$ cat config.mk
export PLATFORM = sky130hd
export DESIGN_NAME = mif_sched
export DESIGN_NICKNAME = d
export VERILOG_FILES = /design/src/rtl/mif_sched.sv
export SDC_FILE = /design/constraint.sdc
export NUM_CORES = 1
export LEC_CHECK = 0
export ABC_AREA = 1
export ABC_CLOCK_PERIOD_IN_PS = 2700
export CAP_MARGIN = 5
export CORE_ASPECT_RATIO = 0.9
export CORE_MARGIN = 1
export CORE_UTILIZATION = 46
export DETAILED_ROUTE_END_ITERATION = 7
export GPL_TIMING_DRIVEN = 0
export PLACE_DENSITY = 0.76
export SETUP_SLACK_MARGIN = 0.2
export SYNTH_ARGS = -nofsm -noshare
export SYNTH_HDL_FRONTEND = slang
export SYNTH_SLANG_ARGS = --single-unit
$ cat constraint.sdc
create_clock -name clk -period 2.7 [get_ports clk]
set_clock_uncertainty 0.2 [all_clocks]
set_input_delay 0.54 -clock clk [delete_from_list [all_inputs] [get_ports clk]]
set_output_delay 0.54 -clock clk [all_outputs]
set_load 0.005 [all_outputs]
$ cat src/rtl/mif_sched.sv
// Command scheduler for the shared DDR MCB command port: arbitrates display reads
// against video writes and issues fixed-length bursts at linearly advancing frame addresses.
module mif_sched #(
    parameter int unsigned              ADDR_W        = 30,
    parameter int unsigned              BURST_LEN     = 32,
    parameter int unsigned              RD_FIFO_DEPTH = 64,
    parameter int unsigned              RD_LOW_WM     = 16,
    parameter int unsigned              FRAME_BURSTS  = 7500,
    parameter logic [ADDR_W-1:0]        RD_BASE       = '0,
    parameter logic [ADDR_W-1:0]        WR_BASE       = '0
) (
    input  logic              clk,
    input  logic              rst,
    input  logic              enable,
    input  logic              rd_vsync,
    input  logic              wr_vsync,
    input  logic              rd_pop,
    input  logic              wr_push,
    input  logic              cmd_full,
    output logic              cmd_en,
    output logic [2:0]        cmd_instr,
    output logic [5:0]        cmd_bl,
    output logic [ADDR_W-1:0] cmd_byte_addr,
    output logic              rd_frame_done,
    output logic              wr_frame_done,
    output logic              busy
);

    localparam int unsigned CW = $clog2(RD_FIFO_DEPTH + 1);
    localparam int unsigned PW = $clog2(FRAME_BURSTS + 1);

    localparam logic [CW-1:0]     DEPTH_C  = CW'(RD_FIFO_DEPTH);
    localparam logic [CW-1:0]     RD_BL_C  = CW'(BURST_LEN);
    localparam logic [CW-1:0]     URGENT_C = CW'(RD_FIFO_DEPTH - RD_LOW_WM);
    localparam logic [15:0]       WR_BL_C  = 16'(BURST_LEN);
    localparam logic [PW-1:0]     FRAME_C  = PW'(FRAME_BURSTS);
    localparam logic [ADDR_W-1:0] STRIDE_C = ADDR_W'(BURST_LEN * 8);

    typedef enum logic {IDLE, CMD} state_t;

    state_t             state;
    state_t             state_nxt;
    logic [CW-1:0]      rd_credit;
    logic [15:0]        wr_avail;
    logic [PW-1:0]      rd_ptr;
    logic [PW-1:0]      wr_ptr;
    logic               last_wr;
    logic [2:0]         instr_q;
    logic [ADDR_W-1:0]  addr_q;

    logic               rd_elig;
    logic               wr_elig;
    logic               rd_urgent;
    logic               pick_rd;
    logic               launch;
    logic               issue_rd;
    logic               issue_wr;
    logic [CW:0]        credit_sum;
    logic [16:0]        avail_sum;
    logic [ADDR_W-1:0]  rd_addr;
    logic [ADDR_W-1:0]  wr_addr;

    always_comb begin
        rd_elig   = enable && !rd_frame_done && (rd_credit >= RD_BL_C);
        wr_elig   = enable && !wr_frame_done && (wr_avail >= WR_BL_C);
        rd_urgent = rd_elig && (rd_credit > URGENT_C);
        // Urgent reads pre-empt; otherwise last_wr alternates when both are ready.
        pick_rd   = rd_elig && (rd_urgent || !wr_elig || last_wr);
        launch    = (state == IDLE) && (rd_elig || wr_elig) && !cmd_full;
        issue_rd  = (state == CMD) && (instr_q == 3'b001);
        issue_wr  = (state == CMD) && (instr_q == 3'b000);
        rd_addr   = RD_BASE + ADDR_W'(rd_ptr) * STRIDE_C;
        wr_addr   = WR_BASE + ADDR_W'(wr_ptr) * STRIDE_C;
    end

    always_comb begin
        credit_sum = {1'b0, rd_credit} + (CW+1)'(rd_pop) - (issue_rd ? (CW+1)'(BURST_LEN) : '0);
        avail_sum  = {1'b0, wr_avail} + 17'(wr_push) - (issue_wr ? 17'(BURST_LEN) : 17'd0);
    end

    always_ff @(posedge clk) begin
        if (rst) begin
            state <= IDLE;
        end else begin
            state <= state_nxt;
        end
    end

    always_comb begin
        state_nxt = state;
        case (state)
            IDLE:    if (launch) state_nxt = CMD;
            CMD:     state_nxt = IDLE;
            default: state_nxt = IDLE;
        endcase
    end

    always_comb begin
        cmd_en        = (state == CMD);
        busy          = (state != IDLE);
        cmd_instr     = instr_q;
        cmd_byte_addr = addr_q;
        cmd_bl        = 6'(BURST_LEN - 1);
    end

    always_ff @(posedge clk) begin
        if (rst) begin
            instr_q <= 3'b000;
            addr_q  <= '0;
        end else if (launch) begin
            instr_q <= pick_rd ? 3'b001 : 3'b000;
            addr_q  <= pick_rd ? rd_addr : wr_addr;
        end
    end

    always_ff @(posedge clk) begin
        if (rst) begin
            rd_credit <= DEPTH_C;
            wr_avail  <= '0;
        end else begin
            rd_credit <= (credit_sum > {1'b0, DEPTH_C}) ? DEPTH_C : credit_sum[CW-1:0];
            wr_avail  <= avail_sum[16] ? 16'hFFFF : avail_sum[15:0];
        end
    end

    // A vsync on the issue cycle wins: the frame restarts and the increment is dropped.
    always_ff @(posedge clk) begin
        if (rst) begin
            rd_ptr        <= '0;
            wr_ptr        <= '0;
            rd_frame_done <= 1'b1;
            wr_frame_done <= 1'b1;
            last_wr       <= 1'b1;
        end else begin
            if (issue_rd) begin
                last_wr <= 1'b0;
            end else if (issue_wr) begin
                last_wr <= 1'b1;
            end
            if (rd_vsync) begin
                rd_ptr        <= '0;
                rd_frame_done <= 1'b0;
            end else if (issue_rd) begin
                rd_ptr        <= rd_ptr + PW'(1);
                rd_frame_done <= (rd_ptr + PW'(1)) == FRAME_C;
            end
            if (wr_vsync) begin
                wr_ptr        <= '0;
                wr_frame_done <= 1'b0;
            end else if (issue_wr) begin
                wr_ptr        <= wr_ptr + PW'(1);
                wr_frame_done <= (wr_ptr + PW'(1)) == FRAME_C;
            end
        end
    end

endmodule

### Word-level counts from Yosys, hierarchy flattened

Cells that the tools add are included.
W data, S select, Z words.

* word-level logic and storage cells: 61
* flip-flop bits (word level): 86
* output and inout port bits: 43

* order comparisons: 4
* eq/ne operators: 3
* multiplexer cells: 13
* reductions and logical operators: 24
* $add $sub $neg: 6
* bitwise gates (word level): 1

Operators with widths (count)
* $add A13 B1 Y13 const B: 2
* $eq A13 B13 Y1 const B: 2
* $mux W21: 1
* $add A16 B1 Y17: 1
* $sub A17 B6 Y17: 1
* $ge A16 B6 Y1 const B: 1
* $mux W16: 1
* $mux W6: 2
* $logic_and A1 B1 Y1: 10
* $add A7 B1 Y8: 1
* $gt A8 B7 Y1 const B: 1
* $mux W1: 8
* $sub A8 B6 Y8: 1
* $ge A7 B6 Y1 const B: 1
* $gt A7 B6 Y1 const B: 1
* $reduce_bool A2 Y1: 3
* $reduce_or A2 Y1: 3
* $logic_not A1 Y1: 4
* $eq A3 B1 Y1 const B: 1
* $logic_not A3 Y1: 1
* $logic_or A1 B1 Y1: 3
* $pmux W1 S2: 1
* $not A1 Y1: 1

### Longest topological paths before layout

* depth in word-level cells: 8
* mapped depth: 18

### Least setup slack after synthesis

Ideal clock, no wire load.

* path kind: register -> register
* start: reg state, in the netlist busy
* end: reg wr_avail[6]
* arrival: 2.521 ns
* path slack: -0.130 ns
* cell stages (with the launch flop): 18
* cells stage by stage: dfxtp_1 inv_1 nor2_2 inv_1 clkbuf_1 ha_1 ha_1 a21oi_2 nor2_1 nor2_2 nand2_4 nand2_2 nand3_1 nand2_4 buf_12 nand2_2 nand2_1 inv_1

* longest elaborated chain between the ends: 4

Ends and longest elaborated chain
* start, declared: RTL line 41 `state_t state;`
* start signal, assigned: RTL line 85 `state <= state_nxt;`
* $logic_and A1 B1 Y1: RTL line 71 `issue_wr = (state == CMD) && (instr_q == 3'b000);`
* $mux W6: RTL line 78 `avail_sum = {1'b0, wr_avail} + 17'(wr_push) - (issue_wr ? 17'(BURST_LEN) : 17'd0);`
* $sub A17 B6 Y17: RTL line 78
* $mux W16: RTL line 122 `wr_avail <= avail_sum[16] ? 16'hFFFF : avail_sum[15:0];`
* end signal, assigned: RTL line 122
* end, declared: RTL line 44 `logic [15:0] wr_avail;`

Every way passes these cells.
A chain may end at the register's enable or synchronous reset.

### Worst setup path after layout

* start: reg state, in the netlist busy
* end: reg wr_avail[2]

The elaborated chain is that of the path after synthesis.

==> results.tsv <==
metric	value	unit
io_pins	51	
initial_core_util	47.5	%
async_flop_share	0	%
synth_cell_types	39	
area_growth	24.1	%
fp.coreArea	10300	sq um
timing.rr.start	busy$_SDFF_PP0_	
cp-end-kind	register	
postSynthAreaPerCell	6.59	sq um
final_cell_mix	nand2_1 (141), inv_1 (105), nor2_1 (98)	
arrival	2.54	ns
cp.required	2.74	ns
dp_hpwl	8230	microns
power	0.00700	W
fin_cells	947	
crit_path_max_fanout	5	
clkSlewWorstSetupHoldPaths	0.06	ns
ys_warn_count	0	
cts_tree	yes	
antenna_cells	0	
fmax	0.400	GHz
ys.flop_type	dfxtp_1	
worstMarginPinSlew	0.683	ns
placedCellCount	918	
firstDrtPassIters	5	
gr-usage-all-layers	21.1	%
clkLatencyLatePin	0.34	ns
relSlewSlack	54.3	%
htreeDepth	3	
row_count	35	
rsz0062_at_grt	true	
cts_made_buffers	9	
power_density	1150	nW/um^2
ys_seq_elements	67	
report.final.setup_viol	0	
holdWs	0.298	ns
period_needed	2.50	ns
register_area	1350	sq um
syn-instance-count	742	
min-delay-start	last_wr$_SDFFE_PP1P_	
die_h	99.8	microns
clockRootBuffer	clkbuf_16	
antenna_found_initial	0	
route.antenna.remaining_nets	0	
ys_seq_area_share	27.4	%
wl	11700	microns
r2r_slack	0.20	ns
synth_edf_count	0	
grt_max_degree	14	
gp_congestion	0.906	
wl_per_cell	12.3	microns
status	complete, no violations	
drt_iter0_markers	144	
hold_viol_final	0	
cts.path.max_buffers	2	
postCtsHoldBufs	0	
crit_type	register to register	
io_buffers	24	
ir_drop	0.939	mV
crit_path_start_kind	register	
vias	4604	
r2r-end	wr_avail[2]$_SDFF_PP0_	
drc	0	
multi_input_area	3130	sq um
grt_pass1_vias	4320	
min_to	last_wr$_SDFFE_PP1P_	
grt_pass1_wl	19100	microns
min_path_type	register to register	
slew_viol_final	0	
timing.final.crit_share	92.6	%
hold_depth	2	
avgViaCountPerCell	4.86	
final_common_cell	nand2_1	
leakage	2.91	nW
drv_cap	0	
overflow	0	
drive_gt1_share	17.1	%
nets	864	
syn_area	4890	sq um
fill_cells	935	
die_w	111	microns
reg2regPathDepth	17	
clock_sinks	67	
die-area	11000	sq um
[how the worst max path moves through the flow]
stage / startpoint / end / slack (ns)
floorplan: busy$_SDFF_PP0_ / wr_avail[6]$_SDFF_PP0_ / 0.21
global placement: busy$_SDFF_PP0_ / wr_avail[6]$_SDFF_PP0_ / -0.06
detailed placement: busy$_SDFF_PP0_ / wr_avail[8]$_SDFF_PP0_ / -0.09
CTS: cmd_instr[0]$_SDFFE_PP0P_ / wr_avail[15]$_SDFF_PP0_ / 0.20
global route: busy$_SDFF_PP0_ / wr_avail[2]$_SDFF_PP0_ / 0.09
finish: busy$_SDFF_PP0_ / wr_avail[2]$_SDFF_PP0_ / 0.20
[cells by family after synthesis]
kind of cell / share of synthesized area (%)
AND/OR/NAND/NOR: 32.1
buffers and inverters: 15.1
AO/OA/AOI/OAI: 11.0
flip-flops: 27.4
adder cells (fa/ha/maj): 11.0
XOR/XNOR: 3.22
other: 0.154
[report_power, final]
group	leakage (nW)	internal [W]	switching (W)
Clock	0.148	0.000725	0.000477
Combinational	2.21	0.00186	0.00265
Sequential	0.550	0.00117	0.000123
Total	2.91	0.00376	0.00325
[worst max-delay path, stage by stage (launching register included)]
cell and delay [ns]:
dfxtp_4 0.35, inv_4 0.04, nor2_4 0.11, inv_2 0.06, buf_8 0.12, ha_4 0.23, ha_4 0.25, a21oi_4 0.15
nor2_2 0.06, nor2_2 0.14, nand2_4 0.08, nand2_4 0.10, nand3_4 0.10, nand2_8 0.13, buf_6 0.13, nand2_2 0.05
nand2_1 0.06, inv_1 0.04
[cell type report]
class	count	share of cell area, %
tap	129	2.66
inverter	120	7.46
clock inverter	6	1.15
buffer	41	5.05
clock buffer	10	3.77
sequential	67	22.2
timing repair buffer	37	6.14
multi-input combinational	537	51.5
[timing repair]
| action | in CTS | in global routing |
|---|---|---|
| pin swaps | 7 | 18 |
| setup endpoints to repair | 23 | 21 |
| gates resized for setup | 9 | 49 |
| gates cloned | 1 | 0 |
| setup buffers | 8 | 4 |
[state kept, by name (all words and copies together) (netlist names)]
signal and cells:
rd_ptr 13, wr_ptr 13, rd_credit 7, cmd_byte_addr 13
rd_frame_done 1, wr_avail 16, wr_frame_done 1, cmd_instr 1
busy 1, last_wr 1
[layer usage]
| layer | global-route usage, % | vias to the layer above | part of all wire (%) |
|---|---|---|---|
| met1 | 25.3 | 2074 | 45 |
| met5 | 0 | - | 0 |
| met3 | 4.47 | 19 | 3.9 |
| met2 | 38.0 | 81 | 49 |
| met4 | 6.15 | 0 | 1.6 |
| li1 | - | 2430 | - |
[per-stage QoR]
| step | util (%) | TNS [ns] | setup WS [ns] | instance area [sq um] |
|---|---|---|---|---|
| after floorplan | - | 0 | 0.206 | 5020 |
| after global placement | 52.7 | -0.480 | -0.0636 | 5420 |
| after detailed placement | 52.7 | -0.717 | -0.0923 | 5420 |
| after CTS | 56.7 | 0 | 0.204 | 5840 |
| after global routing | 59.0 | 0 | 0.0938 | 6070 |
| final | 59.0 | 0 | 0.199 | 6070 |
[Yosys cell counts, types with 2 or more instances]
library cell,number,area (sq um)
nand2_1,158,593
inv_1,109,409
nor2_1,101,379
dfxtp_1,67,1340
nand3_1,52,260
ha_1,43,538
a21oi_1,32,160
o21ai_0,32,160
buf_4,27,203
xor2_1,14,123
nand2_2,10,62.6
nor3_1,10,50.1
a21oi_2,8,70.1
inv_2,8,30.0
nand4_1,8,50.1
clkbuf_1,6,22.5
buf_2,5,25.0
nand3b_1,5,37.5
nor2_2,5,31.3
o211ai_1,5,37.5
o21bai_1,5,37.5
o21ai_1,4,20.0
xnor2_1,4,35.0
a211oi_1,3,22.5
clkinv_1,3,11.3
and2_1,2,12.5
conb_1,2,7.51
nand2_4,2,22.5
nor3_4,2,32.5
Power figures use the tool's default switching activity.
